===== src/rtl/softex_pkg.sv =====
// Shared types and constants for the SoftEx slot table controller.
package softex_pkg;

    localparam int unsigned TAG_W           = 8;
    localparam int unsigned FP_W            = 16;  // FPFORMAT_IN width
    localparam int unsigned DEN_W           = 32;  // accumulator width of the denominator
    localparam int unsigned N_SLOTS_DEFAULT = 4;

    // -inf in FPFORMAT_IN: sign=1, exponent all ones, mantissa zero
    localparam logic [FP_W-1:0] SLOT_MAX_INIT = 16'hFF80;

    typedef enum logic {
        SLOT_ALLOC = 1'b0,
        SLOT_LOAD  = 1'b1
    } slot_req_kind_e;

    typedef enum logic {
        SLOT_UPDATE = 1'b0,
        SLOT_FREE   = 1'b1
    } slot_upd_kind_e;

    typedef struct packed {
        logic [FP_W-1:0]  maximum;
        logic [DEN_W-1:0] denominator;
        logic             valid;
    } slot_t;

    typedef struct packed {
        slot_req_kind_e   op;
        logic [TAG_W-1:0] addr;
    } slot_req_op_t;

    typedef struct packed {
        slot_upd_kind_e   op;
        logic [TAG_W-1:0] addr;
        logic [FP_W-1:0]  maximum;
        logic [DEN_W-1:0] denominator;
    } slot_update_op_t;

    typedef enum logic [1:0] {
        IDLE   = 2'd0,
        LOOKUP = 2'd1,
        RESP   = 2'd2
    } slot_ctrl_state_e;

endpackage


===== src/rtl/softex_slot_lookup.sv =====
// Combinational tag match and lowest-free-entry search over the slot table.
module softex_slot_lookup
    import softex_pkg::*;
#(
    parameter int unsigned N_SLOTS = N_SLOTS_DEFAULT,
    localparam int unsigned IDX_W  = $clog2(N_SLOTS)
) (
    input  logic [N_SLOTS-1:0]            valid,
    input  logic [N_SLOTS-1:0][TAG_W-1:0] tags,
    input  logic [TAG_W-1:0]              addr,
    output logic                          hit,
    output logic [IDX_W-1:0]              hit_idx,
    output logic                          free_avail,
    output logic [IDX_W-1:0]              free_idx
);

    // Scan from the top so the lowest matching / free index is the one that sticks.
    always_comb begin
        hit        = 1'b0;
        hit_idx    = '0;
        free_avail = 1'b0;
        free_idx   = '0;
        for (int i = int'(N_SLOTS) - 1; i >= 0; i--) begin
            if (valid[i] && (tags[i] == addr)) begin
                hit     = 1'b1;
                hit_idx = IDX_W'(i);
            end
            if (!valid[i]) begin
                free_avail = 1'b1;
                free_idx   = IDX_W'(i);
            end
        end
    end

endmodule


===== src/rtl/softex_slot_ctrl.sv =====
// Fully associative slot table with a request/response port (ALLOC/LOAD)
// and a fire-and-forget update port (UPDATE/FREE).
module softex_slot_ctrl
    import softex_pkg::*;
#(
    parameter int unsigned     N_SLOTS  = N_SLOTS_DEFAULT,
    parameter logic [FP_W-1:0] MAX_INIT = SLOT_MAX_INIT
) (
    input  logic                         clk_i,
    input  logic                         rst_i,
    input  logic                         clear_i,
    input  logic                         req_valid_i,
    output logic                         req_ready_o,
    input  slot_req_op_t                 req_op_i,
    output logic                         rsp_valid_o,
    input  logic                         rsp_ready_i,
    output slot_t                        rsp_slot_o,
    output logic                         rsp_err_o,
    input  logic                         upd_valid_i,
    output logic                         upd_ready_o,
    input  slot_update_op_t              upd_op_i,
    output logic [$clog2(N_SLOTS+1)-1:0] occupancy_o,
    output logic                         busy_o
);

    localparam int unsigned IDX_W = $clog2(N_SLOTS);
    localparam int unsigned OCC_W = $clog2(N_SLOTS+1);

    // Table state
    logic [N_SLOTS-1:0]            valid_q, valid_d;
    logic [N_SLOTS-1:0][TAG_W-1:0] tag_q, tag_d;
    logic [N_SLOTS-1:0][FP_W-1:0]  max_q, max_d;
    logic [N_SLOTS-1:0][DEN_W-1:0] den_q, den_d;
    logic [OCC_W-1:0]              occupancy_q, occupancy_d;

    // Request path state
    slot_ctrl_state_e state_q;
    slot_req_op_t     req_op_q;
    slot_t            rsp_slot_q, rsp_slot_d;
    logic             rsp_err_q, rsp_err_d;
    logic             rsp_valid_q;
    logic             busy_q;

    logic             req_hit, req_free_avail;
    logic [IDX_W-1:0] req_hit_idx, req_free_idx;
    logic             upd_hit;
    logic [IDX_W-1:0] upd_hit_idx;
    logic             upd_free_unused;
    logic [IDX_W-1:0] upd_free_idx_unused;

    logic             req_fire, upd_fire, in_lookup;
    logic             alloc_ok, fwd;
    logic [IDX_W-1:0] alloc_idx;

    softex_slot_lookup #(
        .N_SLOTS (N_SLOTS)
    ) u_req_lookup (
        .valid      (valid_q),
        .tags       (tag_q),
        .addr       (req_op_q.addr),
        .hit        (req_hit),
        .hit_idx    (req_hit_idx),
        .free_avail (req_free_avail),
        .free_idx   (req_free_idx)
    );

    softex_slot_lookup #(
        .N_SLOTS (N_SLOTS)
    ) u_upd_lookup (
        .valid      (valid_q),
        .tags       (tag_q),
        .addr       (upd_op_i.addr),
        .hit        (upd_hit),
        .hit_idx    (upd_hit_idx),
        .free_avail (upd_free_unused),
        .free_idx   (upd_free_idx_unused)
    );

    assign req_ready_o = (state_q == IDLE) && !clear_i;
    assign upd_ready_o = !clear_i;
    assign req_fire    = req_valid_i && req_ready_o;
    assign upd_fire    = upd_valid_i && upd_ready_o;
    assign in_lookup   = (state_q == LOOKUP);

    // Allocation sees the table as it was before this cycle's FREE.
    assign alloc_ok  = in_lookup && (req_op_q.op == SLOT_ALLOC) && (req_hit || req_free_avail);
    assign alloc_idx = req_hit ? req_hit_idx : req_free_idx;
    // A LOAD hit coinciding with an update to the same entry returns the written values.
    assign fwd = in_lookup && (req_op_q.op == SLOT_LOAD) && req_hit && upd_fire && upd_hit &&
                 (upd_hit_idx == req_hit_idx);

    // Table next state: update port first, then ALLOC overrides, then clear overrides all.
    always_comb begin
        valid_d = valid_q;
        tag_d   = tag_q;
        max_d   = max_q;
        den_d   = den_q;
        if (upd_fire && upd_hit) begin
            if (upd_op_i.op == SLOT_UPDATE) begin
                max_d[upd_hit_idx] = upd_op_i.maximum;
                den_d[upd_hit_idx] = upd_op_i.denominator;
            end else begin
                valid_d[upd_hit_idx] = 1'b0;
            end
        end
        if (alloc_ok) begin
            valid_d[alloc_idx] = 1'b1;
            tag_d[alloc_idx]   = req_op_q.addr;
            max_d[alloc_idx]   = MAX_INIT;
            den_d[alloc_idx]   = '0;
        end
        if (clear_i) begin
            valid_d = '0;
        end
    end

    // Population count of the next valid vector keeps occupancy in step with the table.
    always_comb begin
        occupancy_d = '0;
        for (int i = 0; i < int'(N_SLOTS); i++) begin
            occupancy_d = occupancy_d + OCC_W'(valid_d[i]);
        end
    end

    // Response payload computed during LOOKUP.
    always_comb begin
        rsp_slot_d = '0;
        rsp_err_d  = 1'b0;
        if (req_op_q.op == SLOT_LOAD) begin
            if (fwd) begin
                if (upd_op_i.op == SLOT_UPDATE) begin
                    rsp_slot_d.maximum     = upd_op_i.maximum;
                    rsp_slot_d.denominator = upd_op_i.denominator;
                    rsp_slot_d.valid       = 1'b1;
                end
            end else if (req_hit) begin
                rsp_slot_d.maximum     = max_q[req_hit_idx];
                rsp_slot_d.denominator = den_q[req_hit_idx];
                rsp_slot_d.valid       = 1'b1;
            end
        end else if (alloc_ok) begin
            rsp_slot_d.maximum = MAX_INIT;
            rsp_slot_d.valid   = 1'b1;
        end else begin
            rsp_err_d = 1'b1;
        end
    end

    // Slot table registers.
    always_ff @(posedge clk_i or posedge rst_i) begin
        if (rst_i) begin
            valid_q     <= '0;
            tag_q       <= '0;
            max_q       <= '0;
            den_q       <= '0;
            occupancy_q <= '0;
        end else begin
            valid_q     <= valid_d;
            tag_q       <= tag_d;
            max_q       <= max_d;
            den_q       <= den_d;
            occupancy_q <= occupancy_d;
        end
    end

    // Request FSM with registered response outputs.
    always_ff @(posedge clk_i or posedge rst_i) begin
        if (rst_i) begin
            state_q     <= IDLE;
            req_op_q    <= '0;
            rsp_slot_q  <= '0;
            rsp_err_q   <= 1'b0;
            rsp_valid_q <= 1'b0;
            busy_q      <= 1'b0;
        end else begin
            case (state_q)
                IDLE: begin
                    if (req_fire) begin
                        req_op_q <= req_op_i;
                        busy_q   <= 1'b1;
                        state_q  <= LOOKUP;
                    end
                end
                LOOKUP: begin
                    rsp_slot_q  <= rsp_slot_d;
                    rsp_err_q   <= rsp_err_d;
                    rsp_valid_q <= 1'b1;
                    state_q     <= RESP;
                end
                RESP: begin
                    if (rsp_ready_i) begin
                        rsp_slot_q  <= '0;
                        rsp_err_q   <= 1'b0;
                        rsp_valid_q <= 1'b0;
                        busy_q      <= 1'b0;
                        state_q     <= IDLE;
                    end
                end
                default: begin
                    rsp_valid_q <= 1'b0;
                    busy_q      <= 1'b0;
                    state_q     <= IDLE;
                end
            endcase
        end
    end

    assign rsp_valid_o = rsp_valid_q;
    assign rsp_slot_o  = rsp_slot_q;
    assign rsp_err_o   = rsp_err_q;
    assign busy_o      = busy_q;
    assign occupancy_o = occupancy_q;

endmodule


===== config.mk =====
export PLATFORM = sky130hd
export DESIGN_NAME = softex_slot_ctrl
export DESIGN_NICKNAME = d
export VERILOG_FILES = /design/src/rtl/softex_pkg.sv /design/src/rtl/softex_slot_lookup.sv /design/src/rtl/softex_slot_ctrl.sv
export SDC_FILE = /design/constraint.sdc
export NUM_CORES = 1
export LEC_CHECK = 0
export CORE_UTILIZATION = 30
export DETAILED_ROUTE_END_ITERATION = 6
export HOLD_SLACK_MARGIN = 0.08
export SETUP_SLACK_MARGIN = 0.1
export SLEW_MARGIN = 5
export SYNTH_ARGS = -nofsm -noshare
export SYNTH_HDL_FRONTEND = slang
export SYNTH_SLANG_ARGS = --single-unit

===== constraint.sdc =====
create_clock -name clk_i -period 19.9 [get_ports clk_i]
set_input_delay 2.985 -clock clk_i [delete_from_list [all_inputs] [get_ports clk_i]]
set_output_delay 2.985 -clock clk_i [all_outputs]
set_load 0.02 [all_outputs]

# After elaboration in Yosys (flattened, before gate mapping)
# Index checks and enable logic that the tools add are counted.
[op_classes]
bitwise_logic = 11
reduce_logical = 30
addsub = 3
n_lt_le_gt_ge = 5
n_eq_ne = 13
n_mux = 76
[ops]
columns = ["cell", "n"]
rows = [
  ["two-way mux 128 bit", 3],
  ["two-way mux 49 bit", 4],
  ["two-way mux 64 bit", 3],
  ["AND 128 bit", 1],
  ["bitwise mux 128 bit", 1],
  ["demux 32 bit (select 2 bit)", 2],
  ["two-way mux 32 bit", 4],
  ["inverter 128 bit", 1],
  ["case mux 49 bit (2 select lines)", 1],
  ["two-way mux 16 bit", 5],
  ["binary-select mux 32 bit (select 2 bit)", 1],
  ["bitwise mux 64 bit", 1],
  ["demux 16 bit (select 2 bit)", 2],
  ["equality test 8 bit", 8],
  ["OR 36 bit", 1],
  ["binary-select mux 16 bit (select 2 bit)", 1],
  ["bitwise mux 32 bit", 1],
  ["two-way mux 2 bit", 15],
  ["AND 28 bit", 1],
  ["inverter 28 bit", 1],
  ["logical AND 1 bit", 21],
  ["two-way mux 1 bit", 20],
  ["demux 8 bit (select 2 bit)", 1],
  ["two-way mux 4 bit", 4],
  ["other kinds (24)", 35],
]
[totals]
register_bits = 294
input_bits = 72

# Logic depth before layout (Yosys ltp)
[logic_depth]
word_depth = 20
ltp_mapped = 14

# Cells and area by module
# Synthesis repeated with hierarchy kept, for this count alone.
[unflattened]
hier_cells = 1405
hier_area_um2 = 14184.9
[by_module_without_submodules]
columns = ["mod", "instances", "cells_each", "area_per_inst_um2"]
rows = [
  ["softex_slot_ctrl", 1, 1269, 13116.3],
  ["softex_slot_lookup", 2, 68, 534.3],
]

# Worst setup path before layout
# No wires, ideal clock.
[synth_path]
path_type = "input to output"
start = "in clear_i"
end = "out req_ready_o"
slack_ps = 13250
stages = 2
required_ps = 16915
arrival_time_ps = 3665
path_buffers = 1
path_cell_list = "clkbuf_1 nor3_1"
[synth_via]
elab_chain_cells = 2
[synth_rtl]
columns = ["item", "line", "source"]
rows = [
  ["from (decl)", "softex_slot_ctrl.sv:11", "input logic clear_i,"],
  ["zero test 1 bit", "softex_slot_ctrl.sv:79", "assign req_ready_o = (state_q == IDLE) && !clear_i;"],
  ["logical AND 1 bit", "softex_slot_ctrl.sv:79", ""],
  ["to (decl)", "softex_slot_ctrl.sv:13", "output logic req_ready_o,"],
]
# No other way between the ends.

# Final worst setup path
# Same ends and word-level chain as after synthesis.

==> implementation parameters <==
Parameter                              Value

Run status
  Status    finished, violations left
  Violated checks    design-rule violations

Timing
  Clock Skew    25.1 ps
  Number of failing setup endpoints in the final timing report    0
  Total count of max-transition violations in the final report    0
  Worst-Margin Slew    1080 ps
  Unrepaired setup endpoints after global routing    false
  Setup ws final    around 12000 ps
  Final hold violations    0
  Sum Neg Setup Slack    0 ps
  Tightest hold margin    491 ps
  Maximum clock rate    134 MHz
  Final critical path time including I/O delays and setup    between 7000 and 8000 ps
  Max-slew headroom at the worst pin    roughly 28%
  Crit share post-route    37.5%

Synthesis
  Share of synthesized registers carrying an async set or reset    100%
  Count of flip-flops with a built-in enable after synthesis    0
  Average cell area after synthesis    9.80 um2
  Yosys warning total    0
  Instance count of the mapped netlist    around 1500
  Cell area after synthesis    0.0143 mm2
  Dominant synthesized flop cell    sky130_fd_sc_hd__dfrtp_1
  Net count after synthesis    1535
  Register bit count reported by yosys    ~290
  Count of unique library cells instantiated by Yosys    48
  Share of synthesized area occupied by flip-flops and latches    51.4%

Routing
  Via total after detailed routing    11096
  Average wire length per cell after detail routing    19.4 um
  Router iterations before antenna repair    7
  Ratio of routed vias to standard cells    5.13
  Post-detailed-route DRC marker count    9
  Total wirelength of the detailed-routed design    42000 um
  Antenna-violating nets left    0
  Violation count after the first detailed-routing iteration    785

Floorplanning
  Core region area    0.0468 mm2
  Standard-cell row count    79
  Horizontal die dimension    220 um
  Effective utilization at floorplan    30.6%
  Boundary pin count    129
  Die Outline Area    0.0486 mm2
  Die height    220 um

Clock tree
  Clock edge transition at the registers on the reported setup and hold paths    60 ps
  Clock sinks    294
  TritonCTS clock tree    done
  CTS resizes    0
  Number of setup buffers added after CTS    0
  Insertion delay of the later-clocked pin in the worst-skew pair    600 ps
  Clock tree buffer depth    3
  Clock root buffer    sky130_fd_sc_hd__clkbuf_16
  Count of hold buffers inserted by post-cts repair    0
  CTS HTree Levels    1
  Number of CTS-inserted buffers    31

Layout
  Area growth from synthesis to layout    19.7%
  Area occupied by registers    between 0.007 and 0.008 mm2
  Share of final-layout standard cells stronger than drive strength 1    6.25%
  Filler Cells Inserted    4667
  Post-Route Utilization    36.6%
  Footprint of the multi-input gates    0.00652 mm2
  NumNets Final    around 1600
  Post-route cell area    0.0171 mm2
  Non-Filler Instances    2161

Run
  Max-cap violation count    0

Pwr
  PD cells    around 82 mW/mm2
  Cell leakage power    7.13 nW
  Max rail drop VDD    between 50 and 60 uV
  Total power draw    1.41 mW

Worst setup path
  Crit-path max FO    10
  Worst Setup Start Kind    primary input
  Nature of the critical path endpoint    output pin
  Crit path required time    between 15000 and 20000 ps
  Critical Path AT    4470 ps
  Crit Reg-Reg Startpoint    req_op_q[2]
  CP Launch Point    clear_i
  Count of cells along the worst register-to-register path    12
  Crit Path Class    in2out

Placed design
  Hpwl dp    24600 um
  Routability congestion estimate from global placement    0.799
  IO Port Bufs    ~130
  Post-placement cell count    between 2000 and 2500
  Instance area after placement    0.0161 mm2
  Pre-CTS WS    12440 ps

Global route
  Aggregate global-route resource usage    17.5%
  Number of global-route vias before repair    roughly 11000
  Initial antenna violation count    1
  First-pass GRT wire length    approximately 66000 um
  Maximum number of pins on one net before global-route repair    135
  Aggregate global routing overflow    0

Worst hold path
  Hold Path Cell Cnt    1
  Min-Delay Startpoint    busy_o
  Worst hold path class    reg2reg
metal layers:
metal	share of wire, %	vias to the layer above	track usage (%)
li1	-	5151	-
met4	2.3	0	4.64
met5	0	-	0
met2	47	376	28.1
met3	6.6	69	3.38
met1	44	5500	23.8
layout by cell type (no fill, tap or decap), types with 20 or more instances in the layout:
| cell | instances |
|---|---|
| sky130_fd_sc_hd__a21oi_1 | 161 |
| sky130_fd_sc_hd__a221o_1 | 40 |
| sky130_fd_sc_hd__and3_1 | 48 |
| sky130_fd_sc_hd__buf_4 | 20 |
| sky130_fd_sc_hd__clkbuf_16 | 31 |
| sky130_fd_sc_hd__clkdlybuf4s50_1 | 128 |
| sky130_fd_sc_hd__dfrtp_1 | 294 |
| sky130_fd_sc_hd__mux2_1 | 32 |
| sky130_fd_sc_hd__mux2i_1 | 145 |
| sky130_fd_sc_hd__nand2_1 | 402 |
| sky130_fd_sc_hd__nand3_1 | 43 |
| sky130_fd_sc_hd__xnor2_1 | 50 |
synthesized netlist by cell type, types with 2 or more instances:
cell,number,area share [%]
sky130_fd_sc_hd__a211o_1,9,0.55
sky130_fd_sc_hd__a21o_1,14,0.73
sky130_fd_sc_hd__a21oi_1,161,5.6
sky130_fd_sc_hd__a221o_1,40,2.8
sky130_fd_sc_hd__and2_1,4,0.17
sky130_fd_sc_hd__and3_1,48,2.1
sky130_fd_sc_hd__and4_1,2,0.12
sky130_fd_sc_hd__buf_1,2,0.052
sky130_fd_sc_hd__buf_2,26,0.91
sky130_fd_sc_hd__buf_4,9,0.47
sky130_fd_sc_hd__buf_6,4,0.31
sky130_fd_sc_hd__clkbuf_1,67,1.8
sky130_fd_sc_hd__dfrtp_1,294,51
sky130_fd_sc_hd__ha_1,2,0.17
sky130_fd_sc_hd__inv_1,8,0.21
sky130_fd_sc_hd__mux2_1,32,2.5
sky130_fd_sc_hd__mux2_2,9,0.71
sky130_fd_sc_hd__mux2i_1,145,10
sky130_fd_sc_hd__nand2_1,402,11
sky130_fd_sc_hd__nand2b_1,4,0.17
sky130_fd_sc_hd__nand3_1,43,1.5
sky130_fd_sc_hd__nand4_1,9,0.39
sky130_fd_sc_hd__nor2_1,15,0.39
sky130_fd_sc_hd__nor2b_1,2,0.087
sky130_fd_sc_hd__nor3_1,11,0.38
sky130_fd_sc_hd__nor4_1,2,0.087
sky130_fd_sc_hd__o21a_1,2,0.10
sky130_fd_sc_hd__o21ai_0,6,0.21
sky130_fd_sc_hd__or2_2,2,0.087
sky130_fd_sc_hd__or3_1,6,0.26
sky130_fd_sc_hd__xnor2_1,50,3.1
sky130_fd_sc_hd__xor2_1,14,0.86
critical path: stages:
cell,delay (ps)
sky130_fd_sc_hd__clkdlybuf4s50_1,580
sky130_fd_sc_hd__nor3_1,250
sky130_fd_sc_hd__clkdlybuf4s50_1,650
registers in the layout (all words and copies together), names as in the netlist, 2 cells and up:
register / flops
state_q: 2
max_q: 64
occupancy_o: 3
valid_q: 4
tag_q: 32
rsp_slot_o: 49
den_q: 128
req_op_q: 9
path summary, 6_finish.rpt:
check	endpoint	slack (ps)
worst max-delay path	req_ready_o	12440
worst min-delay path	busy_o	490
worst max register to register	occupancy_o[1]	15160
worst min register to register	busy_o	490
max in group asynchronous	rsp_slot_o[40]	15220
min in group asynchronous	den_q[8]	3020
power by group:
part / internal [mW] / switching, mW / total (mW) / leakage [nW]
Combinational: 0.0801 / 0.0803 / 0.160 / 2.77
Sequential: 0.625 / 0.0369 / 0.662 / 3.86
Clock: 0.346 / 0.242 / 0.589 / 0.500
logic make-up (layout without fill, tap and decap cells):
kind of cell	count (synthesis)	after routing	share of synthesized area [%]
and+or+nand+nor	556	556	16.7
adders and majority gates	3	3	0.315
AOI/OAI and AO/OA	241	241	10.6
buffers and inverters	116	209	3.72
DFF	294	294	51.4
xor gates and xnor gates	64	64	3.92
other	0	1	0
muxes	186	186	13.4
area by class of cell:
type | count | share of cell area (%)
clock buffer | 46 | 5.21
antenna | 1 | 0.0146
clock inverter | 7 | 0.731
sequential | 294 | 43.0
timing repair buffer | 148 | 8.36
inverter | 8 | 0.219
tap | 607 | 4.43
multi-input combinational | 1050 | 38.1
No activity file was read; power rests on OpenSTA's default activity.
